### src/rtl/cpu7_csr_pipe_if.sv
// cpu7_csr_pipe_if: CSR write-pipeline bus between decode/ALU/bypass logic and the CSR pipe.
interface cpu7_csr_pipe_if #(
    parameter int CSR_BIT = 14,
    parameter int DATA_W  = 32
);
    logic               csr_wen_d;
    logic [CSR_BIT-1:0] csr_waddr_d;
    logic [DATA_W-1:0]  csr_wdata_e;
    logic               stall_e;
    logic               stall_m;
    logic               flush_e;
    logic               flush_m;
    logic               csr_mux_sel_csrrf;
    logic               csr_mux_sel_e;
    logic               csr_mux_sel_m;
    logic [DATA_W-1:0]  csr_rf_rdata;
    logic               csr_wen_e;
    logic [CSR_BIT-1:0] csr_waddr_e;
    logic               csr_wen_m;
    logic [CSR_BIT-1:0] csr_waddr_m;
    logic [DATA_W-1:0]  csr_wdata_m;
    logic               csr_rf_wen;
    logic [CSR_BIT-1:0] csr_rf_waddr;
    logic [DATA_W-1:0]  csr_rf_wdata;
    logic [DATA_W-1:0]  csr_rdata_d;
    logic               csr_busy;

    modport master (
        output csr_wen_d, csr_waddr_d, csr_wdata_e, stall_e, stall_m, flush_e, flush_m,
               csr_mux_sel_csrrf, csr_mux_sel_e, csr_mux_sel_m, csr_rf_rdata,
        input  csr_wen_e, csr_waddr_e, csr_wen_m, csr_waddr_m, csr_wdata_m,
               csr_rf_wen, csr_rf_waddr, csr_rf_wdata, csr_rdata_d, csr_busy
    );

    modport slave (
        input  csr_wen_d, csr_waddr_d, csr_wdata_e, stall_e, stall_m, flush_e, flush_m,
               csr_mux_sel_csrrf, csr_mux_sel_e, csr_mux_sel_m, csr_rf_rdata,
        output csr_wen_e, csr_waddr_e, csr_wen_m, csr_waddr_m, csr_wdata_m,
               csr_rf_wen, csr_rf_waddr, csr_rf_wdata, csr_rdata_d, csr_busy
    );
endinterface

### src/rtl/cpu7_csr_pipe.sv
// cpu7_csr_pipe: carries CSR writes D->E->M, commits at end of M, and steers the bypassed D read value.
module cpu7_csr_pipe #(
    parameter int CSR_BIT = 14,
    parameter int DATA_W  = 32
) (
    input logic          clk,
    input logic          reset,
    cpu7_csr_pipe_if.slave bus
);
    logic               wen_e_q, wen_e_d, wen_m_q, wen_m_d;
    logic [CSR_BIT-1:0] waddr_e_q, waddr_e_d, waddr_m_q, waddr_m_d;
    logic [DATA_W-1:0]  wdata_m_q, wdata_m_d;

    always_comb begin
        wen_e_d   = wen_e_q;
        waddr_e_d = waddr_e_q;
        wen_m_d   = wen_m_q;
        waddr_m_d = waddr_m_q;
        wdata_m_d = wdata_m_q;
        if (bus.flush_e || bus.flush_m) begin
            wen_e_d = 1'b0;
        end else if (!bus.stall_e) begin
            wen_e_d   = bus.csr_wen_d;
            waddr_e_d = bus.csr_waddr_d;
        end
        // A stalled E with a free M leaves a bubble behind rather than duplicating the E write
        if (bus.flush_m) begin
            wen_m_d = 1'b0;
        end else if (!bus.stall_m) begin
            wen_m_d = bus.stall_e ? 1'b0 : wen_e_q;
            if (!bus.stall_e) begin
                waddr_m_d = waddr_e_q;
                wdata_m_d = bus.csr_wdata_e;
            end
        end
    end

    always_ff @(posedge clk or posedge reset) begin
        if (reset) begin
            wen_e_q   <= 1'b0;
            waddr_e_q <= '0;
            wen_m_q   <= 1'b0;
            waddr_m_q <= '0;
            wdata_m_q <= '0;
        end else begin
            wen_e_q   <= wen_e_d;
            waddr_e_q <= waddr_e_d;
            wen_m_q   <= wen_m_d;
            waddr_m_q <= waddr_m_d;
            wdata_m_q <= wdata_m_d;
        end
    end

    assign bus.csr_wen_e    = wen_e_q;
    assign bus.csr_waddr_e  = waddr_e_q;
    assign bus.csr_wen_m    = wen_m_q;
    assign bus.csr_waddr_m  = waddr_m_q;
    assign bus.csr_wdata_m  = wdata_m_q;
    assign bus.csr_rf_wen   = wen_m_q && !bus.stall_m && !bus.flush_m;
    assign bus.csr_rf_waddr = waddr_m_q;
    assign bus.csr_rf_wdata = wdata_m_q;
    assign bus.csr_busy     = wen_e_q || wen_m_q;
    assign bus.csr_rdata_d  = bus.csr_mux_sel_e ? bus.csr_wdata_e :
                              bus.csr_mux_sel_m ? wdata_m_q : bus.csr_rf_rdata;

    a_stall_order: assert property (@(posedge clk) disable iff (reset) bus.stall_m |-> bus.stall_e);
endmodule

### src/flat_wrapper.sv
// flat-port wrapper written by rule: the top's interface ports become plain ports
module cpu7_csr_pipe_flat 
#(
    parameter int CSR_BIT = 14,
    parameter int DATA_W  = 32
)
  (clk, reset, bus_csr_wen_d, bus_csr_waddr_d, bus_csr_wdata_e, bus_stall_e, bus_stall_m, bus_flush_e, bus_flush_m, bus_csr_mux_sel_csrrf, bus_csr_mux_sel_e, bus_csr_mux_sel_m, bus_csr_rf_rdata, bus_csr_wen_e, bus_csr_waddr_e, bus_csr_wen_m, bus_csr_waddr_m, bus_csr_wdata_m, bus_csr_rf_wen, bus_csr_rf_waddr, bus_csr_rf_wdata, bus_csr_rdata_d, bus_csr_busy);
  cpu7_csr_pipe_if #(.CSR_BIT(CSR_BIT), .DATA_W(DATA_W)) bus_i ();
  input logic clk;
  input logic reset;
  input wire logic [$bits(bus_i.csr_wen_d)-1:0] bus_csr_wen_d;
  input wire logic [$bits(bus_i.csr_waddr_d)-1:0] bus_csr_waddr_d;
  input wire logic [$bits(bus_i.csr_wdata_e)-1:0] bus_csr_wdata_e;
  input wire logic [$bits(bus_i.stall_e)-1:0] bus_stall_e;
  input wire logic [$bits(bus_i.stall_m)-1:0] bus_stall_m;
  input wire logic [$bits(bus_i.flush_e)-1:0] bus_flush_e;
  input wire logic [$bits(bus_i.flush_m)-1:0] bus_flush_m;
  input wire logic [$bits(bus_i.csr_mux_sel_csrrf)-1:0] bus_csr_mux_sel_csrrf;
  input wire logic [$bits(bus_i.csr_mux_sel_e)-1:0] bus_csr_mux_sel_e;
  input wire logic [$bits(bus_i.csr_mux_sel_m)-1:0] bus_csr_mux_sel_m;
  input wire logic [$bits(bus_i.csr_rf_rdata)-1:0] bus_csr_rf_rdata;
  output wire logic [$bits(bus_i.csr_wen_e)-1:0] bus_csr_wen_e;
  output wire logic [$bits(bus_i.csr_waddr_e)-1:0] bus_csr_waddr_e;
  output wire logic [$bits(bus_i.csr_wen_m)-1:0] bus_csr_wen_m;
  output wire logic [$bits(bus_i.csr_waddr_m)-1:0] bus_csr_waddr_m;
  output wire logic [$bits(bus_i.csr_wdata_m)-1:0] bus_csr_wdata_m;
  output wire logic [$bits(bus_i.csr_rf_wen)-1:0] bus_csr_rf_wen;
  output wire logic [$bits(bus_i.csr_rf_waddr)-1:0] bus_csr_rf_waddr;
  output wire logic [$bits(bus_i.csr_rf_wdata)-1:0] bus_csr_rf_wdata;
  output wire logic [$bits(bus_i.csr_rdata_d)-1:0] bus_csr_rdata_d;
  output wire logic [$bits(bus_i.csr_busy)-1:0] bus_csr_busy;
  assign bus_i.csr_wen_d = bus_csr_wen_d;
  assign bus_i.csr_waddr_d = bus_csr_waddr_d;
  assign bus_i.csr_wdata_e = bus_csr_wdata_e;
  assign bus_i.stall_e = bus_stall_e;
  assign bus_i.stall_m = bus_stall_m;
  assign bus_i.flush_e = bus_flush_e;
  assign bus_i.flush_m = bus_flush_m;
  assign bus_i.csr_mux_sel_csrrf = bus_csr_mux_sel_csrrf;
  assign bus_i.csr_mux_sel_e = bus_csr_mux_sel_e;
  assign bus_i.csr_mux_sel_m = bus_csr_mux_sel_m;
  assign bus_i.csr_rf_rdata = bus_csr_rf_rdata;
  assign bus_csr_wen_e = bus_i.csr_wen_e;
  assign bus_csr_waddr_e = bus_i.csr_waddr_e;
  assign bus_csr_wen_m = bus_i.csr_wen_m;
  assign bus_csr_waddr_m = bus_i.csr_waddr_m;
  assign bus_csr_wdata_m = bus_i.csr_wdata_m;
  assign bus_csr_rf_wen = bus_i.csr_rf_wen;
  assign bus_csr_rf_waddr = bus_i.csr_rf_waddr;
  assign bus_csr_rf_wdata = bus_i.csr_rf_wdata;
  assign bus_csr_rdata_d = bus_i.csr_rdata_d;
  assign bus_csr_busy = bus_i.csr_busy;
  cpu7_csr_pipe #(.CSR_BIT(CSR_BIT), .DATA_W(DATA_W)) u_core (.clk(clk), .reset(reset), .bus(bus_i));
endmodule
### config.mk
export PLATFORM = sky130hd
export DESIGN_NAME = cpu7_csr_pipe_flat
export DESIGN_NICKNAME = d
export VERILOG_FILES = /design/src/rtl/cpu7_csr_pipe_if.sv /design/src/rtl/cpu7_csr_pipe.sv /design/src/flat_wrapper.sv
export SDC_FILE = /design/constraint.sdc
export NUM_CORES = 1
export LEC_CHECK = 0
export CORE_ASPECT_RATIO = 1.25
export CORE_MARGIN = 2
export CORE_UTILIZATION = 36
export CTS_CLUSTER_SIZE = 14
export DETAILED_ROUTE_END_ITERATION = 10
export GPL_TIMING_DRIVEN = 0
export PLACE_DENSITY = 0.82
export SLEW_MARGIN = 20
export SYNTH_ARGS = -nofsm -noshare
export SYNTH_HDL_FRONTEND = slang
export SYNTH_SLANG_ARGS = --single-unit
### constraint.sdc
create_clock -name clk -period 2.7 [get_ports clk]
set_clock_uncertainty 0.2 [all_clocks]
set_input_delay 0.54 -clock clk [delete_from_list [all_inputs] [get_ports clk]]
set_output_delay 0.54 -clock clk [all_outputs]
set_load 0.05 [all_outputs]
==> metrics.cfg, run 1 <==
[sta]
clock.fmax_mhz = 382
report.final.hold_viol_count = 0
maxSlewViolCount = 0
rsz0062_at_grt = false
timing.final.crit_period_ps = 2620
finalCritPeriodShare_pct = 96.9
setup_viol = 0
finalSetupTns_ps = 0
worst_slew_pin_slew_ps = 652
slew_headroom_pct = 56.4

[final_layout]
nFillCells = 734
drive_above_1_share_pct = 31.8
nets = 616
fin_util_pct = 66.8
antenna_cells = 0
syn2layout_area_growth_pct = 81.2
finalNonFillerCells = 655

[job]
cap_violations = 0

[floorplanning]
io_pins = 230
chipWidth_um = 90.2
fp.dieArea_um2 = 10100
core_area_um2 = 9080
start_util_pct = 36.9
rows = 39
die_h_um = 112

[logic_synthesis]
yosysMostFrequentCell = dfrtp_1
seq_area_frac_synth_pct = 46.4
netlist_area_um2 = 3350
synthSimpleGateAreaFrac_pct = 5.31
synthXorXnorAreaFrac_pct = 0
ys.warnings.count = 0
syn_area_per_cell_um2 = 11.5
synth_nets = 378
synth_top_area_share_pct = 46.4
netlist_instances = 290
synth_top_family_by_area = multiplexers
synth_compound_area_share_pct = 4.93
ys.flop_type = dfrtp_1
yosys.area_share.adder_pct = 0
synth_edf_count = 0
synth_top_cell_by_area = dfrtp_1
async_flop_share_pct = 100
synth_area_leaders = dfrtp_1, mux2_2, buf_4
yosys.cell_types.count = 18
synth_common_cells = dfrtp_1, mux2_2, buf_4
ys_ff_latch = 62
yosys-mux-area-fraction_pct = 30.1

[routing]
drt_iter0_drc = 63
num_vias = 3044
wl_per_cell_um = 16.5
wl_met1_um = 3920
drt-total-wl_um = 10800
route.met2.wl_um = 5890
viasPerCell = 4.65
drc_errors = 0
drtPass1Iterations = 4
highest_layer = met4
wl_met3_um = 699
ant_nets = 0

[critical_path]
cp_cell_sequence = clkbuf_1 -> buf_2 -> mux2i_1 -> o21ai_1 -> clkdlybuf4s15_2
worstSetupEndpointType = output pin
critPathMaxStageDelay_ps = 400
r2r_start = u_core.bus.csr_wen_e
critical_path_class = input pin to output pin
setup.worst_path.start_class = input pin
r2r_slack_ps = 1440
path_buf_inv = 3
critical-path-slowest-cell = clkdlybuf4s15_2
cp_top_family = buffers and inverters
cp.arrival_ps = 1880
worstPathRequired_ps = 1960
worstPathMaxFanout = 10
crit_start = bus_csr_mux_sel_m

[placed_design]
routabilityCongestion = 0.812
dpl.hpwl_um = 8570
io_buffers = 226
placed_cells = 640

[status]
status = completed

[clocking]
holdBufCountCts = 0
cts_tree = yes
cts-root-buf = clkbuf_16
postCtsSetupRepairBufs = 0
clkLatencyLatePin_ps = 320
cts_max_level = 3
clockBufferDepth = 2
cts_buffers = 9
clk_pin_slew_ps = 50
clock-sinks = 62

[hold_path]
min_from = u_core.bus.csr_waddr_e[3]
hp-class = register to register

[grt]
grt_overflow = 0
antenna_found_initial = 0
grt_pass1_wl_um = 16900
grt_pass1_vias = 3281
track_usage_pct = 21.3
grt_max_degree = 33

[power_and_ir_drop]
ir_drop_mv = 0.612
power_density_nw_per_um2 = 920
leakage_nw = 2.66

## state kept, by name (all words and copies together) (netlist names)
register / count
u_core.bus.csr_rf_wdata: 32
u_core.bus.csr_rf_waddr: 14
u_core.bus.csr_waddr_e: 14
u_core.bus.csr_wen_e: 1
u_core.bus.csr_wen_m: 1
## repair_timing
item	in CTS	in global routing
endpoints found under the setup margin	33	16
gates resized for setup	85	22
pin swaps	0	0
cloned	0	0
## worst paths after layout
| kind | to | depth (start not counted) |
|---|---|---|
| max | bus_csr_rdata_d[5] | 5 |
| min | u_core.bus.csr_waddr_e[3] | 1 |
| max reg2reg | u_core.bus.csr_wen_m | 2 |
| min reg2reg | u_core.bus.csr_waddr_e[3] | 1 |
| max in group asynchronous | u_core.bus.csr_rf_wdata[0] | 3 |
| min in group asynchronous | u_core.bus.csr_waddr_e[2] | 2 |
## power by group
part	total [W]	switching [W]	internal [W]
Combinational	0.00301	0.00188	0.00114
Sequential	0.00132	0.000191	0.00113
Clock	0.00124	0.000393	0.000849
Total	0.00558	0.00246	0.00312
## routing by layer
metal | GRT usage [%] | vias to the layer above
met5 | 0 | -
li1 | - | 1436
met1 | 22.3 | 1441
met4 | 10.1 | 0
met3 | 5.35 | 26
met2 | 39.6 | 141
## layout make-up
cell class,count,area (um2),share of cell area (%)
clock buffer,11,253,4.17
inverter,1,6.26,0.103
clock inverter,4,70.1,1.16
timing repair buffer,227,2230,36.7
tap,123,154,2.54
multi-input combinational,165,1350,22.2
sequential,62,1550,25.6
buffer,62,454,7.49
## layout by cell type, fill, tap and decap left out, types with 2 or more instances in the layout
cell type        Yosys  layout
clkbuf_2             0      20
clkdlybuf4s50_1      0     193
dfrtp_1             62      62
clkdlybuf4s15_2      0      17
clkbuf_8             0       2
clkbuf_16            0       9
clkinv_2             0       2
o21ai_0             32       2
mux2_2              57      57
mux2i_1             33      33
mux2_1               3       3
o21ai_1              0      30
buf_4               47      48
bufinv_16            0       2
nand2_1             33      33
clkbuf_1             8       3
buf_6                4       4
## cells by family after synthesis
group,count (synthesis)
AOI/OAI and AO/OA,33
buffers and inverters,63
DFF,62
muxes,93
and+or+nand+nor,39
## metrics by stage
step	cell area [um2]	hold WS, ps	setup WS [ps]	power, W
2_1_floorplan	3350	403	43.5	0.00332
3_3_place_gp	5760	309	-704	0.00434
3_5_place_dp	5790	317	-439	0.00439
4_1_cts	6130	330	1.02	0.00564
5_1_grt	6060	346	17.8	0.00578
6_report	6060	324	83.3	0.00558
(Power assumes the default switching activity.)
==> inputs of run 2 (changes only) <==
--- a/config.mk
+++ b/config.mk
@@ -7,12 +7,11 @@
 export LEC_CHECK = 0
 export CORE_ASPECT_RATIO = 1.25
 export CORE_MARGIN = 2
-export CORE_UTILIZATION = 36
+export CORE_UTILIZATION = 39
 export CTS_CLUSTER_SIZE = 14
 export DETAILED_ROUTE_END_ITERATION = 10
 export GPL_TIMING_DRIVEN = 0
-export PLACE_DENSITY = 0.82
-export SLEW_MARGIN = 20
+export PLACE_DENSITY = 0.88
 export SYNTH_ARGS = -nofsm -noshare
 export SYNTH_HDL_FRONTEND = slang
 export SYNTH_SLANG_ARGS = --single-unit
==> constraint.sdc (replaced) <==
create_clock -name clk -period 3.2 [get_ports clk]
set_clock_uncertainty 0.2 [all_clocks]
set_input_delay 0.64 -clock clk [delete_from_list [all_inputs] [get_ports clk]]
set_output_delay 0.64 -clock clk [all_outputs]
set_load 0.05 [all_outputs]
==> run 2 against run 1 <==
  * Utilization up 4.5 points
  * Power down 23%
  * Final cell count down 3.8%
  * Final area down 2.5%
  * Setup slack better by 98 ps
  * Critical path type unchanged
  * Largest power group unchanged
  * Highest routed layer unchanged
==> metrics.cfg, run 2 (synthesis gave the netlist of run 1 again) <==
[critical_path]
critical_path_class = input pin to output pin
r2r_slack_ps = 1940
critPathMaxStageDelay_ps = 570
cp.arrival_ps = 2180
worstSetupEndpointType = output pin
critical-path-slowest-cell = dlygate4sd2_1
ff2ff_path_depth = 2
cp.depth = 5
cp_top_family = buffers and inverters
setup.worst_path.start_class = input pin
cp_cell_sequence = clkbuf_1 -> buf_2 -> mux2i_1 -> o21ai_0 -> dlygate4sd2_1
crit_start = bus_csr_mux_sel_m
critical_path.endpoint = bus_csr_rdata_d[7]
worstPathMaxFanout = 10
path_buf_inv = 3
worstPathRequired_ps = 2360
r2r_start = u_core.bus.csr_wen_e
r2r_end = u_core.bus.csr_wen_m

[final_layout]
drive_above_1_share_pct = 25.5
finalNonFillerCells = 630
fin_util_pct = 71.3
layout_commonest_cell = clkdlybuf4s50_1
syn2layout_area_growth_pct = 76.6
nets = 616
multiInputGateArea_um2 = 1350
largest_reg_flops = 32
regArea_um2 = 1550
layout_common_cells = clkdlybuf4s50_1, dfrtp_1, mux2_2
antenna_cells = 0
nFillCells = 623

[clocking]
cts-root-buf = clkbuf_8
clk_pin_slew_ps = 70
clkLatencyLatePin_ps = 340
postCtsSetupRepairBufs = 0
cts_max_level = 3
cts_buffers = 9
holdBufCountCts = 0
clockBufferDepth = 2
cts_tree = yes
clock-sinks = 62

[grt]
antenna_found_initial = 0
grt_max_degree = 40
grt_overflow = 0
track_usage_pct = 22.8
grt_pass1_vias = 3182
grt_pass1_wl_um = 16300

[power_and_ir_drop]
leakage_nw = 2.64
ir_drop_mv = 0.539
total_power_w = 0.00431
power_density_nw_per_um2 = 730

[routing]
drt-total-wl_um = 10800
viasPerCell = 4.87
ant_nets = 0
wl_per_cell_um = 17.1
drc_errors = 0
drtPass1Iterations = 4
num_vias = 3066
drt_iter0_drc = 69

[sta]
report.final.hold_viol_count = 0
maxSlewViolCount = 0
clock.fmax_mhz = 331
finalCritPeriodShare_pct = 94.3
timing.final.ws_setup_ps = 181
slew_headroom_pct = 57.4
setup_viol = 0
rsz0062_at_grt = false
worst_slew_pin_slew_ps = 637
finalSetupTns_ps = 0
timing.final.crit_period_ps = 3020

[floorplanning]
rows = 37
fp.dieArea_um2 = 9340
die_h_um = 108
start_util_pct = 40.4
core_area_um2 = 8290
chipWidth_um = 86.9
io_pins = 230

[job]
cap_violations = 0

[hold_path]
holdPathStages = 1
hp-class = register to register

[placed_design]
placed_cells = 614
routabilityCongestion = 0.783
dpl.hpwl_um = 8400
io_buffers = 226
place_ws_ps = -254

[status]
status = completed

## run 2: cell count changes in the layout (fill, tap and decap cells not counted), sizes merged
cell,delta
clkdlybuf4s15,-17
bufinv,-1
clkbuf,-17
dlymetal6s2s,+2
dlygate4sd2,+30
clkinvlp,+3
buf,+1
## run 2: metrics by stage
| step | cell area (um2) | hold WS, ps |
|---|---|---|
| 5_1_grt | 5910 | 358 |
| 2_1_floorplan | 3350 | 503 |
| 3_5_place_dp | 5750 | 321 |
| 6_report | 5910 | 337 |
| 4_1_cts | 5910 | 340 |
| 3_3_place_gp | 5730 | 309 |
## run 2: how the worst min path moves through the flow
stage                                       to                       start  slack, ps
detailed placement  u_core.bus.csr_waddr_e[11]  u_core.bus.csr_waddr_e[11]        320
finish              u_core.bus.csr_rf_waddr[5]  u_core.bus.csr_rf_waddr[5]        340
CTS                 u_core.bus.csr_rf_waddr[5]  u_core.bus.csr_rf_waddr[5]        340
floorplan                 u_core.bus.csr_wen_m                 bus_flush_m        500
global placement     u_core.bus.csr_waddr_e[2]   u_core.bus.csr_waddr_e[2]        310
global route        u_core.bus.csr_waddr_e[13]  u_core.bus.csr_waddr_e[13]        360
## run 2: where the power goes
part / switching (W) / internal, W / total [W] / leakage [nW]
combinational: 0.00157 / 0.000952 / 0.00253 / 1.82
clock: 0.000321 / 0.000357 / 0.000677 / 0.0883
sequential: 0.000158 / 0.000952 / 0.00111 / 0.740
total: 0.00205 / 0.00226 / 0.00431 / 2.64
## run 2: what timing repair did
item / in CTS / in global routing
resized for setup: 34 / 4
setup endpoints to repair: 32 / 5
gates cloned: 0 / 0
## run 2: final cells by class
| class | count | share of cell area, % |
|---|---|---|
| plain buffers | 62 | 7.58 |
| flip-flops and latches | 62 | 26.2 |
| clock inverters | 6 | 1.06 |
| inverters | 1 | 0.0635 |
| multi-input cells | 165 | 22.8 |
| repair buffers | 227 | 38.0 |
| clock buffers | 10 | 2.16 |
| well taps | 97 | 2.05 |
## run 2: worst register-to-register path, delay by kind of cell (launching register included)
kind               cells  cell delay [ps]
AOI/OAI and AO/OA      1              140
DFF                    1              400
and+or+nand+nor        1              450
## run 2: routing by layer
metal  global-route usage, %  vias up  routed length [um]
met5                       0        -                   0
met4                    9.93        0                 264
met3                    7.21       21                 942
met2                    41.1      154                5680
met1                    23.9     1453                3900
li1                        -     1438                   -
